File: config.mk
export PLATFORM = sky130hd
export DESIGN_NAME = uart_cmd_rx
export DESIGN_NICKNAME = d
export VERILOG_FILES = /design/src/rtl/uart_cmd_rx_pkg.sv /design/src/rtl/uart_cmd_rx_baud_tick_gen.sv /design/src/rtl/uart_cmd_rx.sv
export SDC_FILE = /design/constraint.sdc
export NUM_CORES = 1
export LEC_CHECK = 0
export CAP_MARGIN = 0
export CORE_MARGIN = 4
export CORE_UTILIZATION = 25
export DETAILED_ROUTE_END_ITERATION = 16
export PLACE_DENSITY = 0.5
export SLEW_MARGIN = 10
export SYNTH_ARGS = -nofsm -noshare
export SYNTH_HDL_FRONTEND = slang
export SYNTH_SLANG_ARGS = --single-unit
File: constraint.sdc
create_clock -name clk -period 4.6 [get_ports clk]
set_input_delay 0.92 -clock clk [delete_from_list [all_inputs] [get_ports clk]]
set_output_delay 0.92 -clock clk [all_outputs]
set_load 0.03 [all_outputs]
File: src/rtl/uart_cmd_rx_pkg.sv
// Shared constants for the UART command receiver: FSM state codes, the
// ASCII command set and the byte-to-button decode helper.
package uart_cmd_rx_pkg;

    // Receiver FSM encodings
    localparam logic [1:0] ST_IDLE  = 2'd0;
    localparam logic [1:0] ST_START = 2'd1;
    localparam logic [1:0] ST_DATA  = 2'd2;
    localparam logic [1:0] ST_STOP  = 2'd3;

    // ASCII command characters (both cases accepted)
    localparam logic [7:0] ASC_CLEAR_UC   = 8'h43; // 'C'
    localparam logic [7:0] ASC_CLEAR_LC   = 8'h63; // 'c'
    localparam logic [7:0] ASC_RUNSTOP_UC = 8'h52; // 'R'
    localparam logic [7:0] ASC_RUNSTOP_LC = 8'h72; // 'r'
    localparam logic [7:0] ASC_UP_UC      = 8'h55; // 'U'
    localparam logic [7:0] ASC_UP_LC      = 8'h75; // 'u'
    localparam logic [7:0] ASC_DOWN_UC    = 8'h44; // 'D'
    localparam logic [7:0] ASC_DOWN_LC    = 8'h64; // 'd'

    // Button vector layout: {down, up, runstop, clear}
    localparam logic [3:0] BTN_NONE    = 4'b0000;
    localparam logic [3:0] BTN_CLEAR   = 4'b0001;
    localparam logic [3:0] BTN_RUNSTOP = 4'b0010;
    localparam logic [3:0] BTN_UP      = 4'b0100;
    localparam logic [3:0] BTN_DOWN    = 4'b1000;

    // Map a received byte onto a one-hot button vector (all zero if not a command)
    function automatic logic [3:0] cmd_decode(input logic [7:0] b);
        logic [3:0] r;
        r = BTN_NONE;
        case (b)
            ASC_CLEAR_UC,   ASC_CLEAR_LC:   r = BTN_CLEAR;
            ASC_RUNSTOP_UC, ASC_RUNSTOP_LC: r = BTN_RUNSTOP;
            ASC_UP_UC,      ASC_UP_LC:      r = BTN_UP;
            ASC_DOWN_UC,    ASC_DOWN_LC:    r = BTN_DOWN;
            default:                        r = BTN_NONE;
        endcase
        return r;
    endfunction

endpackage

File: src/rtl/uart_cmd_rx_baud_tick_gen.sv
// Free-running oversampling tick generator. The tick is a registered one-clock
// pulse while the divider sits at its last count; it is never re-aligned to
// the line, so the receiver copes with up to one tick of sampling jitter.
module baud_tick_gen #(
    parameter int CLK_FREQ = 100_000_000,
    parameter int BAUD     = 9600,
    parameter int OVS      = 16
) (
    input  logic clk,
    input  logic rst,
    output logic tick
);

    localparam int DIV = CLK_FREQ / (BAUD * OVS);
    localparam int CW  = (DIV > 2) ? $clog2(DIV) : 2;
    localparam logic [CW-1:0] CNT_LAST = CW'(DIV - 1);
    localparam logic [CW-1:0] CNT_PRE  = CW'(DIV - 2);
    localparam logic [CW-1:0] CNT_ONE  = CW'(1);

    logic [CW-1:0] cnt_r;
    logic          tick_r;

    // Divider counter 0..DIV-1; tick registered so it is high exactly while cnt_r==DIV-1
    always_ff @(posedge clk or negedge rst) begin
        if (!rst) begin
            cnt_r  <= '0;
            tick_r <= 1'b0;
        end else begin
            if (cnt_r == CNT_LAST) begin
                cnt_r <= '0;
            end else begin
                cnt_r <= cnt_r + CNT_ONE;
            end
            tick_r <= (cnt_r == CNT_PRE);
        end
    end

    assign tick = tick_r;

endmodule

File: src/rtl/uart_cmd_rx.sv
// UART 8N1 receiver with ASCII command decode. Received command letters become
// fixed-length button pulses that the watch top ORs with its push buttons.
module uart_cmd_rx
    import uart_cmd_rx_pkg::*;
#(
    parameter int CLK_FREQ  = 100_000_000,
    parameter int BAUD      = 9600,
    parameter int OVS       = 16,
    parameter int PULSE_CYC = 2_000_000
) (
    input  logic       clk,
    input  logic       rst,
    input  logic       rx,
    output logic [7:0] rx_data,
    output logic       rx_done,
    output logic       frame_err,
    output logic       o_btn_clear,
    output logic       o_btn_runstop,
    output logic       o_btn_up,
    output logic       o_btn_down
);

    localparam logic [3:0] T_MID = 4'(OVS / 2 - 1);
    localparam logic [3:0] T_END = 4'(OVS - 1);
    localparam int         PW    = $clog2(PULSE_CYC + 1);
    localparam logic [PW-1:0] P_LOAD = PW'(PULSE_CYC - 1);
    localparam logic [PW-1:0] P_ONE  = PW'(1);

    logic          tick_s;
    logic          rx_meta_r;
    logic          rx_sync_r;
    logic [1:0]    state_r;
    logic [3:0]    tcnt_r;
    logic [2:0]    bcnt_r;
    logic [7:0]    shift_r;
    logic          brk_r;
    logic [7:0]    rx_data_r;
    logic          rx_done_r;
    logic          frame_err_r;
    logic [3:0]    btn_r;
    logic [PW-1:0] pcnt_r;
    logic [3:0]    cmd_s;

    baud_tick_gen #(
        .CLK_FREQ(CLK_FREQ),
        .BAUD    (BAUD),
        .OVS     (OVS)
    ) u_tick (
        .clk (clk),
        .rst (rst),
        .tick(tick_s)
    );

    // Two-flop synchroniser for the asynchronous line; resets to the idle-high level
    always_ff @(posedge clk or negedge rst) begin
        if (!rst) begin
            rx_meta_r <= 1'b1;
            rx_sync_r <= 1'b1;
        end else begin
            rx_meta_r <= rx;
            rx_sync_r <= rx_meta_r;
        end
    end

    // Frame FSM: start validation at mid-bit, LSB-first data, stop check with strobes.
    // brk_r blocks new starts after a framing error until the line is seen high,
    // so a held-low line (break) yields a single frame_err.
    always_ff @(posedge clk or negedge rst) begin
        if (!rst) begin
            state_r     <= ST_IDLE;
            tcnt_r      <= 4'd0;
            bcnt_r      <= 3'd0;
            shift_r     <= 8'h00;
            brk_r       <= 1'b0;
            rx_data_r   <= 8'h00;
            rx_done_r   <= 1'b0;
            frame_err_r <= 1'b0;
        end else begin
            rx_done_r   <= 1'b0;
            frame_err_r <= 1'b0;
            if (tick_s) begin
                case (state_r)
                    ST_IDLE: begin
                        tcnt_r <= 4'd0;
                        if (rx_sync_r) begin
                            brk_r <= 1'b0;
                        end else if (!brk_r) begin
                            state_r <= ST_START;
                        end else begin
                            state_r <= ST_IDLE;
                        end
                    end
                    ST_START: begin
                        if (tcnt_r == T_MID) begin
                            tcnt_r  <= 4'd0;
                            bcnt_r  <= 3'd0;
                            state_r <= rx_sync_r ? ST_IDLE : ST_DATA;
                        end else begin
                            tcnt_r <= tcnt_r + 4'd1;
                        end
                    end
                    ST_DATA: begin
                        if (tcnt_r == T_END) begin
                            tcnt_r  <= 4'd0;
                            shift_r <= {rx_sync_r, shift_r[7:1]};
                            if (bcnt_r == 3'd7) begin
                                state_r <= ST_STOP;
                            end else begin
                                bcnt_r <= bcnt_r + 3'd1;
                            end
                        end else begin
                            tcnt_r <= tcnt_r + 4'd1;
                        end
                    end
                    ST_STOP: begin
                        if (tcnt_r == T_END) begin
                            tcnt_r  <= 4'd0;
                            state_r <= ST_IDLE;
                            if (rx_sync_r) begin
                                rx_data_r <= shift_r;
                                rx_done_r <= 1'b1;
                            end else begin
                                frame_err_r <= 1'b1;
                                brk_r       <= 1'b1;
                            end
                        end else begin
                            tcnt_r <= tcnt_r + 4'd1;
                        end
                    end
                    default: begin
                        state_r <= ST_IDLE;
                        tcnt_r  <= 4'd0;
                    end
                endcase
            end
        end
    end

    assign cmd_s = cmd_decode(rx_data_r);

    // Pulse stretcher: a matching byte starts a PULSE_CYC-long pulse only when idle;
    // commands arriving during a pulse are dropped, which keeps the buttons one-hot
    always_ff @(posedge clk or negedge rst) begin
        if (!rst) begin
            btn_r  <= BTN_NONE;
            pcnt_r <= '0;
        end else begin
            if (btn_r != BTN_NONE) begin
                if (pcnt_r == '0) begin
                    btn_r <= BTN_NONE;
                end else begin
                    pcnt_r <= pcnt_r - P_ONE;
                end
            end else if (rx_done_r && (cmd_s != BTN_NONE)) begin
                btn_r  <= cmd_s;
                pcnt_r <= P_LOAD;
            end
        end
    end

    assign rx_data       = rx_data_r;
    assign rx_done       = rx_done_r;
    assign frame_err     = frame_err_r;
    assign o_btn_clear   = btn_r[0];
    assign o_btn_runstop = btn_r[1];
    assign o_btn_up      = btn_r[2];
    assign o_btn_down    = btn_r[3];

endmodule

==> metrics.txt, run 1 <==
# TYPE chip_impl_metric gauge
chip_impl_metric{name="grt.total_usage",unit="%"} 9.64
chip_impl_metric{name="syn_area_per_cell",unit="um2"} 10.8
chip_impl_metric{name="min_period",unit="ps"} 2900
chip_impl_metric{name="drcViolationCount",unit=""} 0
chip_impl_metric{name="leakage_power",unit="nW"} 1.70
chip_impl_metric{name="synthCells",unit=""} 294
chip_impl_metric{name="grt_pass1_vias",unit=""} 2283
chip_impl_info{name="status",value="completed"} 1
chip_impl_metric{name="postSynthNetCount",unit=""} 305
chip_impl_metric{name="max_cap_viol_count",unit=""} 0
chip_impl_metric{name="sum_of_overflow_across_all_layers_after_global_routing",unit=""} 0
chip_impl_metric{name="p_switching",unit="mW"} 0.250
chip_impl_info{name="layout_common_cells",value="dfrtp_1 (64), nor2_1 (24), nand2_1 (17)"} 1
chip_impl_metric{name="detailed_routing_iterations_pass_1",unit=""} 4
chip_impl_metric{name="detail-route-antenna-nets",unit=""} 0
chip_impl_metric{name="clock-skew-final",unit="ps"} 6.37
chip_impl_metric{name="buffer_ports.inserted",unit=""} 16
chip_impl_metric{name="crit_fanout",unit=""} 15
chip_impl_metric{name="fraction_of_the_cycle_the_final_worst_path_needs",unit="%"} 63.0
chip_impl_metric{name="clock_insertion_delay_worst_skew",unit="ps"} 320
chip_impl_metric{name="place_ws",unit="ps"} 1710
chip_impl_metric{name="tns",unit="ps"} 0
chip_impl_metric{name="ios",unit=""} 17
chip_impl_metric{name="critPathArrivalTime",unit="ps"} 3100
chip_impl_metric{name="final_replace_weighted_congestion",unit=""} 0.735
chip_impl_metric{name="areaGrowthSynthToFinish",unit="%"} 19.5
chip_impl_metric{name="post-layout-total-power",unit="mW"} 1.27
chip_impl_metric{name="post_cts_resize_count",unit=""} 0
chip_impl_metric{name="maxSlewHeadroom",unit="%"} 25.9
chip_impl_metric{name="bufs_and_invs_on_worst_path",unit=""} 0
chip_impl_metric{name="timing_worst_slew_pin_value",unit="ps"} 1100
chip_impl_metric{name="timing.critical_path.required",unit="ps"} 4800
chip_impl_metric{name="clock_power_share",unit="%"} 52.8
chip_impl_metric{name="routed_wl",unit="um"} 6410
chip_impl_metric{name="yosys.cell_types.count",unit=""} 47
chip_impl_metric{name="yosysWarnings",unit=""} 0
chip_impl_metric{name="n_antenna_cell",unit=""} 0
chip_impl_metric{name="final_count_of_hold_timing_violations",unit=""} 0
chip_impl_metric{name="initial_core_util",unit="%"} 26.0
chip_impl_info{name="rsz_0062_raised_after_global_routing",value="false"} 1
chip_impl_metric{name="post_synthesis_async_set_or_reset_flop_share",unit="%"} 100
chip_impl_metric{name="final.setup.worst_slack",unit="ps"} 1700
chip_impl_metric{name="layout-drive-gt1-share",unit="%"} 14.0
chip_impl_info{name="worst_setup_path_start_kind",value="flip-flop"} 1
chip_impl_metric{name="fin_nets",unit=""} 321
chip_impl_info{name="clock_tree.root_cell",value="clkbuf_16"} 1
chip_impl_metric{name="vdd_drop_max",unit="mV"} 0.180
chip_impl_metric{name="comb_power_share",unit="%"} 1.1
chip_impl_info{name="min_path_type",value="reg2reg"} 1
chip_impl_metric{name="post_synth_edffs",unit=""} 0
chip_impl_metric{name="tritoncts.num_buffers",unit=""} 9
chip_impl_metric{name="pwr-share-seq",unit="%"} 46.1
chip_impl_metric{name="drt-vias-per-instance",unit=""} 4.71
chip_impl_metric{name="initialDrtViolationCount",unit=""} 194
chip_impl_info{name="layout_commonest_cell",value="dfrtp_1"} 1
chip_impl_metric{name="report.final.slew_viol_count",unit=""} 0
chip_impl_info{name="tritoncts",value="yes"} 1
chip_impl_info{name="worst_path_dominant_cell_family",value="simple AND/OR/NAND/NOR gates"} 1
chip_impl_metric{name="syn-cell-area",unit="um2"} 3170
chip_impl_metric{name="slowest_delay",unit="ps"} 840
chip_impl_metric{name="max_freq",unit="GHz"} 0.345
chip_impl_metric{name="die_height",unit="um"} 121
chip_impl_info{name="ys_dominant_reg_cell",value="dfrtp_1"} 1
chip_impl_metric{name="core_area",unit="um2"} 12200
chip_impl_info{name="timing.critical_path.cells",value="or4_4 -> or4_4 -> o31ai_2 -> nor3_1 -> or3b_1"} 1
chip_impl_metric{name="post_cts_hold_buffer_count",unit=""} 0
chip_impl_metric{name="dp_hpwl",unit="um"} 4440
chip_impl_metric{name="die_width",unit="um"} 121
chip_impl_metric{name="die-area",unit="um2"} 14500
chip_impl_info{name="category_of_the_critical_setup_timing_path",value="reg2reg"} 1
chip_impl_metric{name="clkSlewWorstSetupHoldPaths",unit="ps"} 50
chip_impl_metric{name="post_cts_setup_driven_buffer_insertion_count",unit=""} 0
chip_impl_info{name="cpMaxStageDelayCell",value="o31ai_2"} 1
chip_impl_metric{name="placementRows",unit=""} 40
chip_impl_metric{name="final_setup_violating_endpoints",unit=""} 0
chip_impl_metric{name="postSynthRegisterBits",unit=""} 66
chip_impl_metric{name="p_int",unit="mW"} 1.02
chip_impl_metric{name="net_switching_fraction_of_the_power",unit="%"} 19.8
chip_impl_metric{name="ctsLongestPathBuffers",unit=""} 2
chip_impl_metric{name="initial_antenna_violation_count",unit=""} 0
chip_impl_metric{name="synth_sequential_area_ratio",unit="%"} 52.2
chip_impl_metric{name="clock_sinks",unit=""} 66
chip_impl_metric{name="wire_length_of_the_first_global_routing_pass",unit="um"} 11400
chip_impl_metric{name="pwr_density_cell",unit="nW/um2"} 334
chip_impl_metric{name="route.detailed.wl_per_inst",unit="um"} 13.3
chip_impl_metric{name="htree_levels",unit=""} 3
chip_impl_info{name="crit_path_frequent_cell",value="or4_4"} 1
chip_impl_info{name="worstSetupEndpointType",value="flip-flop"} 1
chip_impl_metric{name="largest_net_degree_at_the_start_of_global_routing",unit=""} 37
chip_impl_metric{name="via_count",unit=""} 2275
## power by group through the flow
stage               clock [mW]  combinational (mW)  sequential (mW)
global placement             0              0.0149            0.594
floorplan                    0             0.00142            0.593
finish                   0.669              0.0134            0.584
detailed placement           0              0.0147            0.594
CTS                      0.693              0.0149            0.584
global route             0.720              0.0168            0.584
## worst register-to-register path, cell delays in order (launching register included)
cell,delay (ps)
dfrtp_1,400
or4_4,550
or4_4,490
o31ai_2,850
nor3_1,110
or3b_1,380
## metrics by stage
stage / cells / hold slack (ps) / utilization, % / area, um2
final: 483 / 354 / 31.0 / 3790
after global routing: 483 / 361 / 31.0 / 3790
after CTS: 483 / 355 / 31.0 / 3790
after detailed placement: 467 / 347 / 28.6 / 3490
after global placement: 467 / 347 / 28.6 / 3490
after floorplan: 294 / 345 / - / 3170
## worst paths after layout
| check | start | to | slack [ps] | cells after the start |
|---|---|---|---|---|
| max | pcnt_r[15] | pcnt_r[19] | 1700 | 5 |
| min | rx_meta_r | rx_sync_r | 350 | 0 |
| max reg2reg | pcnt_r[15] | pcnt_r[19] | 1700 | 5 |
| min reg2reg | rx_meta_r | rx_sync_r | 350 | 0 |
| max in group asynchronous | rst | u_tick.cnt_r[5] | 3040 | 2 |
| min in group asynchronous | rst | pcnt_r[6] | 640 | 1 |
## flip-flops by register name, indices dropped and copies added, names as in the netlist, 3 cells and up, named ones only
signal        count
rx_data           8
u_tick.cnt_r     10
bcnt_r            3
pcnt_r           21
btn_r             4
tcnt_r            4
shift_r           8
## kinds of logic (layout without fill, tap and decap cells)
group / count (synthesis) / count (layout) / synth area share, %
buffers and inverters: 21 / 42 / 2.76
flip-flops: 66 / 66 / 52.2
XOR/XNOR: 9 / 9 / 2.49
AO/OA/AOI/OAI: 59 / 59 / 13.4
adder cells (fa/ha/maj): 8 / 8 / 3.16
multiplexers: 20 / 20 / 6.87
AND/OR/NAND/NOR: 111 / 111 / 19.2
## Yosys cell counts (3+ instances only)
| master | instances | share of area, % |
|---|---|---|
| o211ai_1 | 5 | 1.2 |
| or4_1 | 6 | 1.4 |
| inv_1 | 8 | 0.95 |
| or3_1 | 7 | 1.4 |
| nor2b_1 | 5 | 0.99 |
| or4_4 | 3 | 1.1 |
| xnor2_1 | 6 | 1.7 |
| o21ai_0 | 9 | 1.4 |
| ha_1 | 8 | 3.2 |
| nor3_1 | 9 | 1.4 |
| nor4_1 | 4 | 0.79 |
| xor2_1 | 3 | 0.83 |
| or2_2 | 5 | 0.99 |
| o31ai_1 | 10 | 2.4 |
| o41ai_1 | 3 | 0.83 |
| o311ai_0 | 3 | 0.83 |
| nand2_1 | 17 | 2.0 |
| a22o_1 | 4 | 1.1 |
| dfrtp_1 | 64 | 51 |
| nand3_1 | 13 | 2.1 |
| nor2_1 | 24 | 2.8 |
| clkbuf_1 | 10 | 1.2 |
| a21oi_1 | 11 | 1.7 |
| nand4_1 | 3 | 0.59 |
| mux2_2 | 14 | 5.0 |
| a32o_1 | 4 | 1.3 |
| and3_1 | 6 | 1.2 |
| mux2i_1 | 6 | 1.9 |
## layout make-up
cell class	count	area (um2)
clock inverters	5	53.8
inverters	8	30.0
clock buffers	11	243
flip-flops and latches	66	1650
multi-input cells	207	1430
well taps	168	210
repair buffers	18	170
fillers	1286	8420
## per-layer routing
metal  share of wire [%]  wire [um]  vias up  GRT usage [%]
li1                    -          -     1124              -
met1                  50       3190     1114           13.0
met2                  45       2910       32           14.4
met3                 4.1        266        5           3.55
met4                0.66         42        0           2.97
met5                   0          0        -              0
Note: power is estimated with default switching activity, not from simulation.
==> run 2: changes to the inputs <==
clock period = 2.9 ns   (was 4.6 ns; I/O delays follow)
==> run 2 against run 1 <==
Sequential share of layout area fell by 0.072 points; register-to-register slack lost 1300 ps; non-clock buffer count increased by 4; largest power group unchanged; highest routed layer unchanged; power increased by 51%; wire length increased by 2.3%; design area grew 0.17%; critical path depth is the same; hold slack got worse by 110 ps.
==> metrics.txt, run 2 (synthesis gave the netlist of run 1 again) <==
# TYPE chip_impl_metric gauge
chip_impl_metric{name="crit_fanout",unit=""} 8
chip_impl_metric{name="dpl.cell_count",unit=""} 471
chip_impl_metric{name="timing_worst_slew_pin_value",unit="ps"} 585
chip_impl_metric{name="die-area",unit="um2"} 14500
chip_impl_metric{name="ios",unit=""} 17
chip_impl_info{name="registers.top_by_ff_count",value="pcnt_r"} 1
chip_impl_metric{name="pwr_density_cell",unit="nW/um2"} 502
chip_impl_info{name="rsz_0062_raised_after_global_routing",value="false"} 1
chip_impl_metric{name="wire_length_of_the_first_global_routing_pass",unit="um"} 11500
chip_impl_metric{name="final_setup_violating_endpoints",unit=""} 0
chip_impl_metric{name="max_cap_viol_count",unit=""} 0
chip_impl_metric{name="final_count_of_hold_timing_violations",unit=""} 0
chip_impl_metric{name="tritoncts.num_buffers",unit=""} 9
chip_impl_metric{name="post_cts_setup_driven_buffer_insertion_count",unit=""} 0
chip_impl_metric{name="timing.reg2reg.worst_path_depth",unit=""} 5
chip_impl_metric{name="post_cts_resize_count",unit=""} 0
chip_impl_metric{name="core_area",unit="um2"} 12200
chip_impl_metric{name="detailed_routing_iterations_pass_1",unit=""} 4
chip_impl_metric{name="initialDrtViolationCount",unit=""} 161
chip_impl_metric{name="htree_levels",unit=""} 3
chip_impl_metric{name="worst-path-stages",unit=""} 5
chip_impl_metric{name="n_antenna_cell",unit=""} 0
chip_impl_metric{name="tns",unit="ps"} 0
chip_impl_metric{name="drcViolationCount",unit=""} 0
chip_impl_metric{name="largest_register_ff_count",unit=""} 21
chip_impl_metric{name="fin_nets",unit=""} 325
chip_impl_metric{name="fraction_of_the_cycle_the_final_worst_path_needs",unit="%"} 86.5
chip_impl_metric{name="multi_input_gate_area_in_the_final_layout",unit="um2"} 1430
chip_impl_info{name="min_path_type",value="in2async"} 1
chip_impl_metric{name="grt.total_usage",unit="%"} 9.81
chip_impl_metric{name="detail-route-antenna-nets",unit=""} 0
chip_impl_info{name="biggest_registers_after_layout",value="pcnt_r x21, u_tick.cnt_r x10"} 1
chip_impl_metric{name="grt_pass1_vias",unit=""} 2257
chip_impl_metric{name="initial_antenna_violation_count",unit=""} 0
chip_impl_metric{name="die_height",unit="um"} 121
chip_impl_metric{name="clkSlewWorstSetupHoldPaths",unit="ps"} 50
chip_impl_metric{name="nFillCells",unit=""} 1269
chip_impl_info{name="worst_path_dominant_cell_family",value="simple AND/OR/NAND/NOR gates"} 1
chip_impl_metric{name="sum_of_overflow_across_all_layers_after_global_routing",unit=""} 0
chip_impl_metric{name="timing.critical_path.required",unit="ps"} 3100
chip_impl_metric{name="initial_core_util",unit="%"} 26.0
chip_impl_metric{name="placementRows",unit=""} 40
chip_impl_info{name="crit_path_frequent_cell",value="or4_4"} 1
chip_impl_metric{name="bufs_and_invs_on_worst_path",unit=""} 0
chip_impl_metric{name="vdd_drop_max",unit="mV"} 0.281
chip_impl_info{name="worstSetupEndpointType",value="flip-flop"} 1
chip_impl_metric{name="clock-skew-final",unit="ps"} 7.02
chip_impl_metric{name="route.detailed.wl_per_inst",unit="um"} 13.5
chip_impl_metric{name="largest_net_degree_at_the_start_of_global_routing",unit=""} 67
chip_impl_metric{name="slowest_delay",unit="ps"} 550
chip_impl_metric{name="post_cts_hold_buffer_count",unit=""} 0
chip_impl_metric{name="ctsLongestPathBuffers",unit=""} 2
chip_impl_metric{name="final_replace_weighted_congestion",unit=""} 0.711
chip_impl_info{name="category_of_the_critical_setup_timing_path",value="reg2reg"} 1
chip_impl_info{name="cpMaxStageDelayCell",value="or4_4"} 1
chip_impl_info{name="timing.critical_path.cells",value="or4_4 -> or4_4 -> or4_4 -> o21ai_1 -> or3b_1"} 1
chip_impl_metric{name="report.final.slew_viol_count",unit=""} 0
chip_impl_metric{name="post_layout_nonfiller_instances",unit=""} 485
chip_impl_metric{name="critPathArrivalTime",unit="ps"} 2710
chip_impl_info{name="layout_commonest_cell",value="dfrtp_1"} 1
chip_impl_info{name="tritoncts",value="yes"} 1
chip_impl_metric{name="dp_hpwl",unit="um"} 4390
chip_impl_metric{name="area.sequential",unit="um2"} 1650
chip_impl_metric{name="drt-vias-per-instance",unit=""} 4.75
chip_impl_metric{name="max_freq",unit="GHz"} 0.399
chip_impl_metric{name="via_count",unit=""} 2306
chip_impl_metric{name="buffer_ports.inserted",unit=""} 16
chip_impl_info{name="layout_common_cells",value="dfrtp_1 (64), nor2_1 (24), nand2_1 (17)"} 1
chip_impl_metric{name="leakage_power",unit="nW"} 1.70
chip_impl_metric{name="maxSlewHeadroom",unit="%"} 60.8
chip_impl_info{name="status",value="completed"} 1
chip_impl_metric{name="areaGrowthSynthToFinish",unit="%"} 19.7
chip_impl_metric{name="clock_insertion_delay_worst_skew",unit="ps"} 320
chip_impl_info{name="worst_setup_path_start_kind",value="flip-flop"} 1
chip_impl_metric{name="min_period",unit="ps"} 2510
chip_impl_metric{name="layout-drive-gt1-share",unit="%"} 14.5
chip_impl_metric{name="routed_wl",unit="um"} 6560
chip_impl_metric{name="die_width",unit="um"} 121
chip_impl_info{name="clock_tree.root_cell",value="clkbuf_16"} 1
chip_impl_metric{name="timing.reg2reg.setup_slack",unit="ps"} 390
chip_impl_metric{name="clock_sinks",unit=""} 66
run 2: area by class of cell:
class	instances	share of cell area, %
clock inverters	3	0.461
well taps	168	5.54
flip-flops and latches	66	43.6
multi-input cells	207	37.6
inverters	8	0.791
repair buffers	22	5.60
clock buffers	11	6.39
run 2: power by group:
group	internal, mW	switching [mW]
clock network	0.588	0.368
logic	0.00499	0.0185
registers	0.925	0.00223
total	1.52	0.389
run 2: path summary, 6_finish.rpt:
kind,startpoint,to
worst min register to register,rx_meta_r,rx_sync_r
min in group clk,rx_meta_r,rx_sync_r
worst max-delay path,pcnt_r[15],pcnt_r[19]
worst min-delay path,rst,pcnt_r[16]
worst max register to register,pcnt_r[15],pcnt_r[19]
max in group asynchronous,rst,rx_meta_r
run 2: stage by stage:
stage,utilization [%],hold slack [ps],setup WS (ps),power [mW],area (um2)
2_1_floorplan,-,284,395,0.943,3170
4_1_cts,31.1,277,380,1.95,3800
6_report,31.1,246,391,1.91,3800
5_1_grt,31.1,282,307,1.99,3800
3_5_place_dp,29.0,349,387,0.968,3540
3_3_place_gp,29.0,348,406,0.968,3540
run 2: per-layer routing:
layer | up-vias | share of wire (%) | GRT usage, %
li1 | 1128 | - | -
met1 | 1142 | 48 | 12.8
met2 | 28 | 46 | 15.0
met3 | 8 | 4.3 | 3.55
met4 | 0 | 1.6 | 3.40
met5 | - | 0 | 0
==> run 3: changes to the inputs <==
REMOVE_ABC_BUFFERS = 1   (was not set)
==> run 3 against run 2 <==
Count of clock-buffer cells in the layout is the same; worst setup slack lost 3.4 ps; largest cell class unchanged; flip-flop and latch count is the same.
==> metrics.txt, run 3 (synthesis gave the netlist of run 1 again) <==
# TYPE chip_impl_metric gauge
chip_impl_metric{name="critPathArrivalTime",unit="ps"} 2720
chip_impl_metric{name="buffer_ports.inserted",unit=""} 16
chip_impl_metric{name="final_replace_weighted_congestion",unit=""} 0.719
chip_impl_metric{name="vdd_drop_max",unit="mV"} 0.237
chip_impl_info{name="layout_common_cells",value="dfrtp_1 (64), nor2_1 (24), nand2_1 (17)"} 1
chip_impl_metric{name="sum_of_overflow_across_all_layers_after_global_routing",unit=""} 0
chip_impl_metric{name="initial_core_util",unit="%"} 26.0
chip_impl_metric{name="clock_power_share",unit="%"} 49.5
chip_impl_metric{name="fin_nets",unit=""} 325
chip_impl_metric{name="max_cap_viol_count",unit=""} 0
chip_impl_metric{name="crit_fanout",unit=""} 8
chip_impl_metric{name="timing.reg2reg.setup_slack",unit="ps"} 390
chip_impl_metric{name="p_int",unit="mW"} 1.50
chip_impl_metric{name="grt.total_usage",unit="%"} 9.30
chip_impl_metric{name="drt-vias-per-instance",unit=""} 4.67
chip_impl_info{name="biggest_registers_after_layout",value="pcnt_r x21, u_tick.cnt_r x10"} 1
chip_impl_metric{name="ios",unit=""} 17
chip_impl_metric{name="die-area",unit="um2"} 14500
chip_impl_metric{name="clkSlewWorstSetupHoldPaths",unit="ps"} 50
chip_impl_metric{name="post_cts_hold_buffer_count",unit=""} 0
chip_impl_metric{name="detail-route-antenna-nets",unit=""} 0
chip_impl_info{name="layout_commonest_cell",value="dfrtp_1"} 1
chip_impl_info{name="registers.top_by_ff_count",value="pcnt_r"} 1
chip_impl_metric{name="htree_levels",unit=""} 3
chip_impl_metric{name="initial_antenna_violation_count",unit=""} 0
chip_impl_info{name="crit-reg2reg-launch",value="pcnt_r[15]"} 1
chip_impl_metric{name="n_antenna_cell",unit=""} 0
chip_impl_metric{name="largest_net_degree_at_the_start_of_global_routing",unit=""} 67
chip_impl_metric{name="clock_sinks",unit=""} 66
chip_impl_metric{name="tritoncts.num_buffers",unit=""} 9
chip_impl_metric{name="total_non_filler_cell_area_in_the_finished_layout",unit="um2"} 3790
chip_impl_metric{name="nFillCells",unit=""} 1269
chip_impl_metric{name="leakage_power",unit="nW"} 1.71
chip_impl_info{name="status",value="completed"} 1
chip_impl_metric{name="report.final.slew_viol_count",unit=""} 0
chip_impl_info{name="rsz_0062_raised_after_global_routing",value="false"} 1
chip_impl_metric{name="post_cts_setup_driven_buffer_insertion_count",unit=""} 0
chip_impl_metric{name="pwr-share-seq",unit="%"} 49.2
chip_impl_metric{name="drcViolationCount",unit=""} 0
chip_impl_metric{name="place_area",unit="um2"} 3540
chip_impl_metric{name="pwr_density_cell",unit="nW/um2"} 497
chip_impl_metric{name="max_freq",unit="GHz"} 0.398
chip_impl_metric{name="tns",unit="ps"} 0
chip_impl_metric{name="layout-drive-gt1-share",unit="%"} 14.5
chip_impl_metric{name="areaGrowthSynthToFinish",unit="%"} 19.5
chip_impl_metric{name="min_period",unit="ps"} 2510
chip_impl_metric{name="timing_worst_slew_pin_value",unit="ps"} 567
chip_impl_metric{name="wire_length_of_the_first_global_routing_pass",unit="um"} 11000
chip_impl_metric{name="p_switching",unit="mW"} 0.386
chip_impl_metric{name="place_ws",unit="ps"} 382
chip_impl_metric{name="final_setup_violating_endpoints",unit=""} 0
chip_impl_info{name="tritoncts",value="yes"} 1
chip_impl_metric{name="clock_insertion_delay_worst_skew",unit="ps"} 330
chip_impl_info{name="worst_r2r_endpoint",value="pcnt_r[19]"} 1
chip_impl_metric{name="post_cts_resize_count",unit=""} 0
chip_impl_info{name="worst_setup_path_start_kind",value="flip-flop"} 1
chip_impl_metric{name="route.detailed.wl_per_inst",unit="um"} 12.5
chip_impl_metric{name="ctsLongestPathBuffers",unit=""} 2
chip_impl_info{name="worstSetupEndpointType",value="flip-flop"} 1
chip_impl_info{name="category_of_the_critical_setup_timing_path",value="reg2reg"} 1
chip_impl_metric{name="dp_hpwl",unit="um"} 4170
chip_impl_metric{name="net_switching_fraction_of_the_power",unit="%"} 20.5
chip_impl_metric{name="initialDrtViolationCount",unit=""} 117
chip_impl_info{name="min_path_type",value="in2async"} 1
chip_impl_metric{name="die_width",unit="um"} 121
chip_impl_metric{name="final_count_of_hold_timing_violations",unit=""} 0
chip_impl_metric{name="final.setup.worst_slack",unit="ps"} 388
chip_impl_metric{name="detailed_routing_iterations_pass_1",unit=""} 4
chip_impl_metric{name="comb_power_share",unit="%"} 1.2
chip_impl_metric{name="routed_wl",unit="um"} 6090
chip_impl_metric{name="timing.critical_path.required",unit="ps"} 3100
chip_impl_metric{name="layout.core_utilization",unit="%"} 31.0
chip_impl_info{name="clock_tree.root_cell",value="clkbuf_16"} 1
chip_impl_metric{name="maxSlewHeadroom",unit="%"} 62.0
chip_impl_metric{name="via_count",unit=""} 2268
chip_impl_metric{name="timing.reg2reg.worst_path_depth",unit=""} 5
chip_impl_metric{name="fraction_of_the_cycle_the_final_worst_path_needs",unit="%"} 86.6
chip_impl_metric{name="clock-skew-final",unit="ps"} 7.22
chip_impl_metric{name="largest_register_ff_count",unit=""} 21
chip_impl_metric{name="placementRows",unit=""} 40
chip_impl_metric{name="core_area",unit="um2"} 12200
chip_impl_metric{name="grt_pass1_vias",unit=""} 2180
chip_impl_metric{name="die_height",unit="um"} 121
run 3: cell count changes in the layout (fill, tap and decap cells not counted), sizes merged:
cell	change
clkinv	+2
clkinvlp	-1
run 3: metrics by stage:
step | power [mW] | hold WS [ps] | instances
6_report | 1.88 | 251 | 486
5_1_grt | 1.97 | 295 | 486
4_1_cts | 1.91 | 273 | 486
3_5_place_dp | 0.967 | 350 | 471
3_3_place_gp | 0.967 | 347 | 471
2_1_floorplan | 0.943 | 284 | 281
run 3: critical path: stages, from the launching register on:
cell and delay, ps:
dfrtp_1 400, or4_4 550, or4_4 490, or4_4 510
o21ai_1 110, or3b_1 340
run 3: layout make-up:
| cell class | count | area [um2] | area share [%] |
|---|---|---|---|
| flip-flops and latches | 66 | 1650 | 43.7 |
| multi-input cells | 207 | 1430 | 37.7 |
| clock buffers | 11 | 233 | 6.14 |
| repair buffers | 22 | 213 | 5.61 |
| well taps | 168 | 210 | 5.55 |
| inverters | 8 | 30.0 | 0.793 |
| clock inverters | 4 | 20.0 | 0.528 |
run 3: layer usage:
metal  GRT usage, %  vias up  wire length, um
met5              0        -                0
met4           2.55        0               58
met3           4.16        8              241
met2           13.9       26             2810
met1           12.2     1101             2970
li1               -     1133                -
run 3: power by group through the flow:
stage	sequential (mW)	combinational, mW	clock, mW
floorplan	0.942	0.000915	0
global placement	0.942	0.0254	0
detailed placement	0.942	0.0253	0
CTS	0.926	0.0253	0.961
global route	0.926	0.0281	1.01
finish	0.927	0.0231	0.932
run 3: worst max path at each step:
stage	from	endpoint	slack (ps)
after floorplan	pcnt_r[15]	pcnt_r[19]	310
after global placement	pcnt_r[15]	pcnt_r[19]	400
after detailed placement	pcnt_r[15]	pcnt_r[19]	380
after CTS	pcnt_r[15]	pcnt_r[19]	380
after global routing	pcnt_r[15]	pcnt_r[14]	290
final	pcnt_r[15]	pcnt_r[19]	390
